--- src/rtl/signext_pipe.sv ---
// LEGv8 immediate generator stage.
// Decodes the D, CB, B, I and IW immediate formats from a 32-bit instruction word.
// Each decoded immediate is held in a 2-entry skid buffer together with its
// format code, illegal flag and PC/tag. All head outputs come straight from
// registers. in_ready depends only on the registered occupancy.
module signext_pipe #(
  parameter int N        = 64,  // immediate width, 32 or 64
  parameter int TAG_W    = 64,  // sideband tag (PC) width
  parameter int IMM_ZEXT = 0,   // I-type imm12: 0 sign-extend, 1 zero-extend
  parameter int BR_SHIFT = 0    // 1: CB/B offsets become byte offsets (<<2)
) (
  input  logic             clk,
  input  logic             reset,
  input  logic             flush,
  input  logic             in_valid,
  output logic             in_ready,
  input  logic [31:0]      instr,
  input  logic [TAG_W-1:0] in_tag,
  output logic             out_valid,
  input  logic             out_ready,
  output logic [N-1:0]     imm,
  output logic [2:0]       fmt,
  output logic [TAG_W-1:0] out_tag,
  output logic             illegal
);

  localparam logic [2:0] FMT_NONE = 3'd0;
  localparam logic [2:0] FMT_D    = 3'd1;
  localparam logic [2:0] FMT_CB   = 3'd2;
  localparam logic [2:0] FMT_B    = 3'd3;
  localparam logic [2:0] FMT_I    = 3'd4;
  localparam logic [2:0] FMT_IW   = 3'd5;

  // Extension helpers. Everything is widened to 64 bits before any shift or
  // truncation, so the sign survives into an N-bit result.
  function automatic logic [63:0] sext9(input logic [8:0] v);
    return {{55{v[8]}}, v};
  endfunction

  function automatic logic [63:0] sext19(input logic [18:0] v);
    return {{45{v[18]}}, v};
  endfunction

  function automatic logic [63:0] sext26(input logic [25:0] v);
    return {{38{v[25]}}, v};
  endfunction

  function automatic logic [63:0] ext12(input logic [11:0] v);
    if (IMM_ZEXT != 0) return {52'd0, v};
    return {{52{v[11]}}, v};
  endfunction

  // Word offsets become byte offsets when the datapath wants them. The top two
  // bits are dropped, which is the truncation of the 64-bit value.
  function automatic logic [63:0] br_scale(input logic [63:0] v);
    if (BR_SHIFT != 0) return {v[61:0], 2'b00};
    return v;
  endfunction

  // ---- stage p0: combinational decode of the incoming word ----
  logic [63:0] dec_imm64_p0;
  logic [N-1:0] dec_imm_p0;
  logic [2:0]   dec_fmt_p0;
  logic         dec_ill_p0;
  logic [1:0]   hw_p0;

  assign hw_p0 = instr[22:21];

  // Decode table: the first matching opcode wins.
  always_comb begin
    dec_imm64_p0 = 64'd0;
    dec_fmt_p0   = FMT_NONE;
    dec_ill_p0   = 1'b0;
    if (instr[31:21] == 11'h7C2 || instr[31:21] == 11'h7C0) begin
      dec_fmt_p0   = FMT_D;
      dec_imm64_p0 = sext9(instr[20:12]);
    end else if (instr[31:24] == 8'hB4 || instr[31:24] == 8'hB5 ||
                 instr[31:24] == 8'h54) begin
      dec_fmt_p0   = FMT_CB;
      dec_imm64_p0 = br_scale(sext19(instr[23:5]));
    end else if (instr[31:26] == 6'h05 || instr[31:26] == 6'h25) begin
      dec_fmt_p0   = FMT_B;
      dec_imm64_p0 = br_scale(sext26(instr[25:0]));
    end else if (instr[31:22] == 10'h244 || instr[31:22] == 10'h2C4 ||
                 instr[31:22] == 10'h344 || instr[31:22] == 10'h3C4) begin
      dec_fmt_p0   = FMT_I;
      dec_imm64_p0 = ext12(instr[21:10]);
    end else if (instr[31:23] == 9'h1A5 || instr[31:23] == 9'h1E5) begin
      dec_fmt_p0 = FMT_IW;
      // A 32-bit datapath cannot place the halfword at bit 32 or 48.
      if (N == 32 && hw_p0[1]) begin
        dec_ill_p0   = 1'b1;
        dec_imm64_p0 = 64'd0;
      end else begin
        dec_imm64_p0 = {48'd0, instr[20:5]} << {hw_p0, 4'b0000};
      end
    end
  end

  assign dec_imm_p0 = dec_imm64_p0[N-1:0];

  // ---- stage p1: two-entry buffer, head slot feeds the outputs ----
  logic [1:0]       count_p1;
  logic [N-1:0]     hd_imm_p1;
  logic [2:0]       hd_fmt_p1;
  logic [TAG_W-1:0] hd_tag_p1;
  logic             hd_ill_p1;
  logic [N-1:0]     sk_imm_p1;
  logic [2:0]       sk_fmt_p1;
  logic [TAG_W-1:0] sk_tag_p1;
  logic             sk_ill_p1;
  logic             push;
  logic             pop;

  assign in_ready  = (count_p1 != 2'd2);
  assign out_valid = (count_p1 != 2'd0);
  assign push      = in_valid && in_ready;
  assign pop       = out_valid && out_ready;

  assign imm     = hd_imm_p1;
  assign fmt     = hd_fmt_p1;
  assign out_tag = hd_tag_p1;
  assign illegal = hd_ill_p1;

  // Occupancy. Flush overrides both push and pop.
  always_ff @(posedge clk or negedge reset) begin
    if (!reset) begin
      count_p1 <= 2'd0;
    end else if (flush) begin
      count_p1 <= 2'd0;
    end else if (push && !pop) begin
      count_p1 <= count_p1 + 2'd1;
    end else if (pop && !push) begin
      count_p1 <= count_p1 - 2'd1;
    end
  end

  // Head slot: load a new entry into an empty buffer or on a push-with-pop.
  // When the buffer is full and drains, the skid entry moves up. Otherwise
  // the head holds its value, so it stays stable while stalled.
  always_ff @(posedge clk or negedge reset) begin
    if (!reset) begin
      hd_imm_p1 <= '0;
      hd_fmt_p1 <= FMT_NONE;
      hd_tag_p1 <= '0;
      hd_ill_p1 <= 1'b0;
    end else if (!flush) begin
      if ((count_p1 == 2'd0 && push) || (count_p1 == 2'd1 && push && pop)) begin
        hd_imm_p1 <= dec_imm_p0;
        hd_fmt_p1 <= dec_fmt_p0;
        hd_tag_p1 <= in_tag;
        hd_ill_p1 <= dec_ill_p0;
      end else if (count_p1 == 2'd2 && pop) begin
        hd_imm_p1 <= sk_imm_p1;
        hd_fmt_p1 <= sk_fmt_p1;
        hd_tag_p1 <= sk_tag_p1;
        hd_ill_p1 <= sk_ill_p1;
      end
    end
  end

  // Skid slot: catches the second entry when the head is occupied and stalled.
  always_ff @(posedge clk or negedge reset) begin
    if (!reset) begin
      sk_imm_p1 <= '0;
      sk_fmt_p1 <= FMT_NONE;
      sk_tag_p1 <= '0;
      sk_ill_p1 <= 1'b0;
    end else if (!flush && count_p1 == 2'd1 && push && !pop) begin
      sk_imm_p1 <= dec_imm_p0;
      sk_fmt_p1 <= dec_fmt_p0;
      sk_tag_p1 <= in_tag;
      sk_ill_p1 <= dec_ill_p0;
    end
  end

endmodule

--- config.mk ---
export PLATFORM = sky130hd
export DESIGN_NAME = signext_pipe
export DESIGN_NICKNAME = d
export VERILOG_FILES = /design/src/rtl/signext_pipe.sv
export SDC_FILE = /design/constraint.sdc
export NUM_CORES = 1
export LEC_CHECK = 0
export CAP_MARGIN = 5
export CORE_ASPECT_RATIO = 1.5
export CORE_UTILIZATION = 50
export DETAILED_ROUTE_END_ITERATION = 10
export PLACE_DENSITY = 0.88
export SLEW_MARGIN = 20
export SYNTH_ARGS = -nofsm -noshare
export SYNTH_HDL_FRONTEND = slang
export SYNTH_SLANG_ARGS = --single-unit
--- constraint.sdc ---
create_clock -name clk -period 6.1 [get_ports clk]
set_input_delay 0.915 -clock clk [delete_from_list [all_inputs] [get_ports clk]]
set_output_delay 0.915 -clock clk [all_outputs]
set_load 0.1 [all_outputs]
==> results of run 1 <==
[sequential cells by signal, indices dropped and copies added (netlist names)]
register / cells
sk_imm_p1: 64
count_p1: 2
sk_tag_p1: 64
out_tag: 64
sk_fmt_p1: 3
fmt: 3
imm: 64
[logic make-up after synthesis]
| group | Yosys count | share of synthesized area [%] |
|---|---|---|
| compound gates | 312 | 17.43 |
| other cells | 1 | 0.03151 |
| flops | 264 | 55.51 |
| xor+xnor | 1 | 0.07361 |
| fa+ha+maj | 3 | 0.3155 |
| buf+inv | 121 | 4.290 |
| simple gates | 667 | 22.34 |
[placed cells by master (no fill, tap or decap), types with 7 or more instances in the layout]
cell type / count
dfrtp_1: 264
nor2_1: 156
o21ai_0: 75
buf_4: 12
clkdlybuf4s50_1: 232
clkinv_2: 7
a221oi_1: 9
nor3_1: 19
a31oi_1: 110
clkbuf_16: 27
a22oi_1: 56
a211o_1: 7
nand2_1: 453
a211oi_1: 15
o31a_1: 8
[routing by layer]
layer	up-vias	part of all wire, %	global-route usage [%]
met5	-	0	0
met4	0	6.4	17.83
met3	141	7.8	4.842
met2	561	50	46.91
met1	5248	36	35.04
li1	4974	-	-
[cell type report]
class	count	share of cell area, %
Tap cell	315	2.592
Timing Repair Buffer	247	16.23
Multi-Input combinational cell	984	31.73
Inverter	4	0.09876
Sequential cell	264	43.45
Clock buffer	31	4.806
Clock inverter	15	1.078
Antenna cell	1	0.01646
[critical path, cell delays in order]
cell	delay [ns]
clkdlybuf4s50_1	0.50
or4b_4	0.58
a211oi_4	0.88
a22oi_4	0.19
and4_1	0.23
buf_4	0.26
a211oi_1	0.32
[stage by stage]
step | setup WS (ns) | utilization, % | instance area [um^2] | hold WS, ns
global placement | 2.282 | 61.50 | 14280 | 0.4523
floorplan | 3.332 | - | 11900 | 0.4405
detailed placement | 2.153 | 61.50 | 14280 | 0.4617
global route | 2.486 | 65.45 | 15200 | 0.4870
finish | 2.605 | 65.45 | 15200 | 0.4072
CTS | 2.668 | 65.35 | 15180 | 0.4764
[how the worst max path moves through the flow]
stage | startpoint | end | cells after the start
floorplan | count_p1[0] | imm[63] | 7
global placement | instr[24] | imm[55] | 7
detailed placement | instr[24] | imm[59] | 7
CTS | count_p1[0] | out_valid | 4
global route | in_valid | out_tag[16] | 7
finish | instr[24] | imm[59] | 7
==> impl_metrics.yaml, run 1 <==
status:
  status: "finished clean"
grt:
  grt_max_degree: 151
  grt_antenna_before_repair: 1
  grt_pass1_wl_mm: 55.28
  first_global_vias: 10800
  grt.total_usage_pct: 28.57
  grt-ovfl-total: 0
timing:
  setup_violations: 0
  hold_violations: 0
  relSlewSlack_pct: 28.62
  max_clock_freq_mhz: 286.1
  tns_ns: 0
  min_period_over_period_pct: 57.30
  clock_skew_ns: 0.01790
  fin_crit_ns: 3.495
  worstMarginPinSlew_ns: 1.067
  slew_violations: 0
  rsz0062_at_grt: "false"
final_layout:
  area_delta_synth_final_pct: 27.76
  fillers: 1814
  instances_no_fill: 1861
  drive_gt1_share_pct: 4.854
  regArea_mm2: 0.006606
  fin_nets: 1631
  multi_input_area_mm2: 0.004823
clocking:
  cts_buffers: 26
  htree_levels: 1
  clk_latency_ns: 0.53
  cts_max_path_buffers: 3
  clock-sinks: 264
  cts_hold_buf: 0
  postCtsSetupBuffers: 0
  ctsResizeCount: 0
  path_clk_slew_ns: 0.06
  tritoncts: "done"
  ctsRootBufferMaster: "clkbuf_16"
setup_path:
  critical_path_class: "primary input to register"
  critPathLaunchType: "primary input"
  cp.arrival_ns: 3.92
  r2r_end: "imm[4]"
  path_max_fanout: 38
  worstReg2RegStart: "count_p1[0]"
  crit_required_ns: 6.52
  critPathCaptureType: "register"
  r2r_cells: 8
  r2r_slack_ns: 2.95
detailed_routing:
  via_per_inst: 5.870
  first_pass_iters: 5
  wirelength_mm: 35.13
  num_vias: 10920
  drt_iter0_drc: 1008
  antenna_left: 0
  remaining_drc_errors: 0
  wire_per_inst_um: 18.88
floorplanning:
  core_mm2: 0.02323
  io_pins: 235
  placementRows: 68
  die_area_mm2: 0.02443
  die_h_um: 190.9
  start_util_pct: 51.23
  die_width_um: 128.0
place:
  gp_congestion: 0.9551
  dp.final_hpwl_mm: 21.94
  placedCellCount: 1813
  place.port_buffers: 233
synth:
  synth_top_area_cell: "dfrtp_1"
  ys_ff_latch: 264
  synth_edf_count: 0
  netlist-cell-type-count: 48
  ys_top_cells_by_area: "dfrtp_1 56%, nand2_1 14%, a31oi_1 5.8%, nor2_1 5.0%, a22oi_1 3.5%"
  netlist.area_leader.share_pct: 55.51
  synth_fp_nets: 1473
  synth.avg_cell_area_um2: 8.693
  syn_inst: 1369
  seq_area_frac_synth_pct: 55.51
  syn_area_mm2: 0.01190
  netlist_top_cells_count: "453 x nand2_1, 264 x dfrtp_1, 158 x nor2_1, 110 x a31oi_1, 92 x clkbuf_1"
  ys_warn_count: 0
  ys.flop_type: "dfrtp_1"
  async_reset_ff_share_pct: 100.0
  yosysMostFrequentCell: "nand2_1"
flow_run:
  maxCapViolations: 0
worst_hold_path:
  hp-class: "primary input to async pin"
Power of run 1 is left out: the tool's default activity adds up to more than one toggle a clock period on the data nets, which glitch-free logic cannot reach.
==> run 2, diff against run 1 <==
--- a/config.mk
+++ b/config.mk
@@ -7,9 +7,9 @@
 export LEC_CHECK = 0
 export CAP_MARGIN = 5
 export CORE_ASPECT_RATIO = 1.5
-export CORE_UTILIZATION = 50
+export CORE_UTILIZATION = 47
 export DETAILED_ROUTE_END_ITERATION = 10
-export PLACE_DENSITY = 0.88
+export PLACE_DENSITY = 0.87
 export SLEW_MARGIN = 20
 export SYNTH_ARGS = -nofsm -noshare
 export SYNTH_HDL_FRONTEND = slang
==> constraint.sdc (replaced) <==
create_clock -name clk -period 3.14 [get_ports clk]
set_input_delay 0.471 -clock clk [delete_from_list [all_inputs] [get_ports clk]]
set_output_delay 0.471 -clock clk [all_outputs]
set_load 0.1 [all_outputs]
==> run 2 against run 1 <==
Against the previous run: the flow now finishes with violations (design-rule violations); clock-buffer cell count is 9 higher; sequential cell count stayed put; cell count is 1.8% higher; critical path depth is 1 lower; wire length is 1.0% higher; sequential share of layout area is 0.18 points higher; design area is 0.40% lower; clock skew is 0.0089 ns lower; non-clock buffer count is 20 higher; critical path type unchanged.
==> impl_metrics.yaml, run 2 (same netlist as run 1, synthesis figures left out) <==
setup_path:
  path_max_fanout: 10
  crit_required_ns: 3.56
  critPathLaunchType: "primary input"
  cp.arrival_ns: 2.95
  critical_path_class: "primary input to register"
  critPathCaptureType: "register"
place:
  placedCellCount: 1846
  dp.final_hpwl_mm: 22.98
  gp_congestion: 0.9452
  place_area_mm2: 0.01425
  place.port_buffers: 233
clocking:
  clk_latency_ns: 0.52
  cts_max_path_buffers: 3
  postCtsSetupBuffers: 0
  cts_buffers: 26
  htree_levels: 1
  clock-sinks: 264
  path_clk_slew_ns: 0.06
  tritoncts: "done"
  ctsResizeCount: 0
  ctsRootBufferMaster: "clkbuf_16"
floorplanning:
  placementRows: 71
  core_mm2: 0.02496
  die_h_um: 196.9
  die_area_mm2: 0.02597
  die_width_um: 131.9
  start_util_pct: 47.67
  io_pins: 235
detailed_routing:
  num_vias: 10960
  remaining_drc_errors: 4
  wire_per_inst_um: 18.72
  drt_iter0_drc: 1041
  antenna_left: 0
  first_pass_iters: 8
  wirelength_mm: 35.48
  via_per_inst: 5.784
timing:
  clock_skew_ns: 0.008994
  fin_crit_ns: 2.525
  worstMarginPinSlew_ns: 0.9610
  relSlewSlack_pct: 35.73
  tns_ns: 0
  slew_violations: 0
  setup_violations: 0
  hold_violations: 0
  max_clock_freq_mhz: 396.1
  min_period_over_period_pct: 80.41
  rsz0062_at_grt: "false"
grt:
  grt.total_usage_pct: 27.16
  grt_antenna_before_repair: 1
  grt_pass1_wl_mm: 56.68
  grt-ovfl-total: 0
  first_global_vias: 10770
  grt_max_degree: 115
final_layout:
  area_delta_synth_final_pct: 27.24
  layout_commonest_cell: "nand2_1"
  fin_area_mm2: 0.01514
  instances_no_fill: 1895
  fin_nets: 1651
  fillers: 2041
  drive_gt1_share_pct: 13.80
  layout_common_cells: "453 x nand2_1, 264 x dfrtp_1, 157 x nor2_1"
flow_run:
  maxCapViolations: 0
worst_hold_path:
  hp-class: "register to register"
status:
  status: "finished with violations"
  failed_checks: "design-rule violations"
run 2: cell count changes in the layout (fill, tap and decap cells not counted), moves of 2 or more:
cell	delta
clkinv_2	-5
clkbuf_8	+2
clkdlybuf4s50_1	-131
buf_12	+10
clkinvlp_4	-4
clkbuf_1	+7
buf_4	+140
run 2: cell type report:
type,count,area (um^2),share of cell area (%)
Inverter,4,15.01,0.09916
Tap cell,328,410.4,2.710
Sequential cell,264,6606,43.63
Antenna cell,2,5.005,0.03305
Multi-Input combinational cell,984,4816,31.80
Timing Repair Buffer,267,2417,15.96
Clock buffer,40,784.5,5.181
Clock inverter,6,87.58,0.5784
run 2: worst max-delay path: stages:
cell and delay (ns):
clkdlybuf4s50_1 0.55, nor4b_1 0.66, a32oi_1 0.45, a21boi_0 0.24, o311a_1 0.39, o21ai_0 0.19
run 2: timing repair:
item	CTS	global route
setup endpoints to repair	0	0
hold buffers	1	0
hold endpoints to repair	14	0
run 2: stage by stage:
stage / worst slack (ns) / hold WS [ns] / utilization, %
2_1_floorplan: 0.3716 / 0.1754 / -
3_3_place_gp: 0.2534 / 0.4562 / 57.10
3_5_place_dp: 0.1623 / 0.4619 / 57.10
4_1_cts: 0.6588 / 0.4772 / 60.64
5_1_grt: 0.4031 / 0.5041 / 60.65
6_report: 0.6151 / 0.4723 / 60.66
run 2: final timing paths:
| check | startpoint | endpoint | slack [ns] | cells after the start |
|---|---|---|---|---|
| max | instr[22] | sk_imm_p1[14] | 0.62 | 6 |
| min | sk_tag_p1[29] | sk_tag_p1[29] | 0.47 | 2 |
| max reg2reg | count_p1[0] | imm[43] | 0.62 | 8 |
| min reg2reg | sk_tag_p1[29] | sk_tag_p1[29] | 0.47 | 2 |
| max in group asynchronous | reset | imm[17] | 1.73 | 3 |
| min in group asynchronous | reset | sk_tag_p1[35] | 0.55 | 2 |
run 2: metal layers:
layer / part of all wire (%) / vias up / GRT usage, %
met2: 50 / 473 / 44.91
met1: 38 / 5335 / 33.50
met3: 6.6 / 141 / 4.655
met4: 5.7 / 0 / 15.93
met5: 0 / - / 0
li1: - / 5011 / -
Power of run 2 is left out for the same reason.
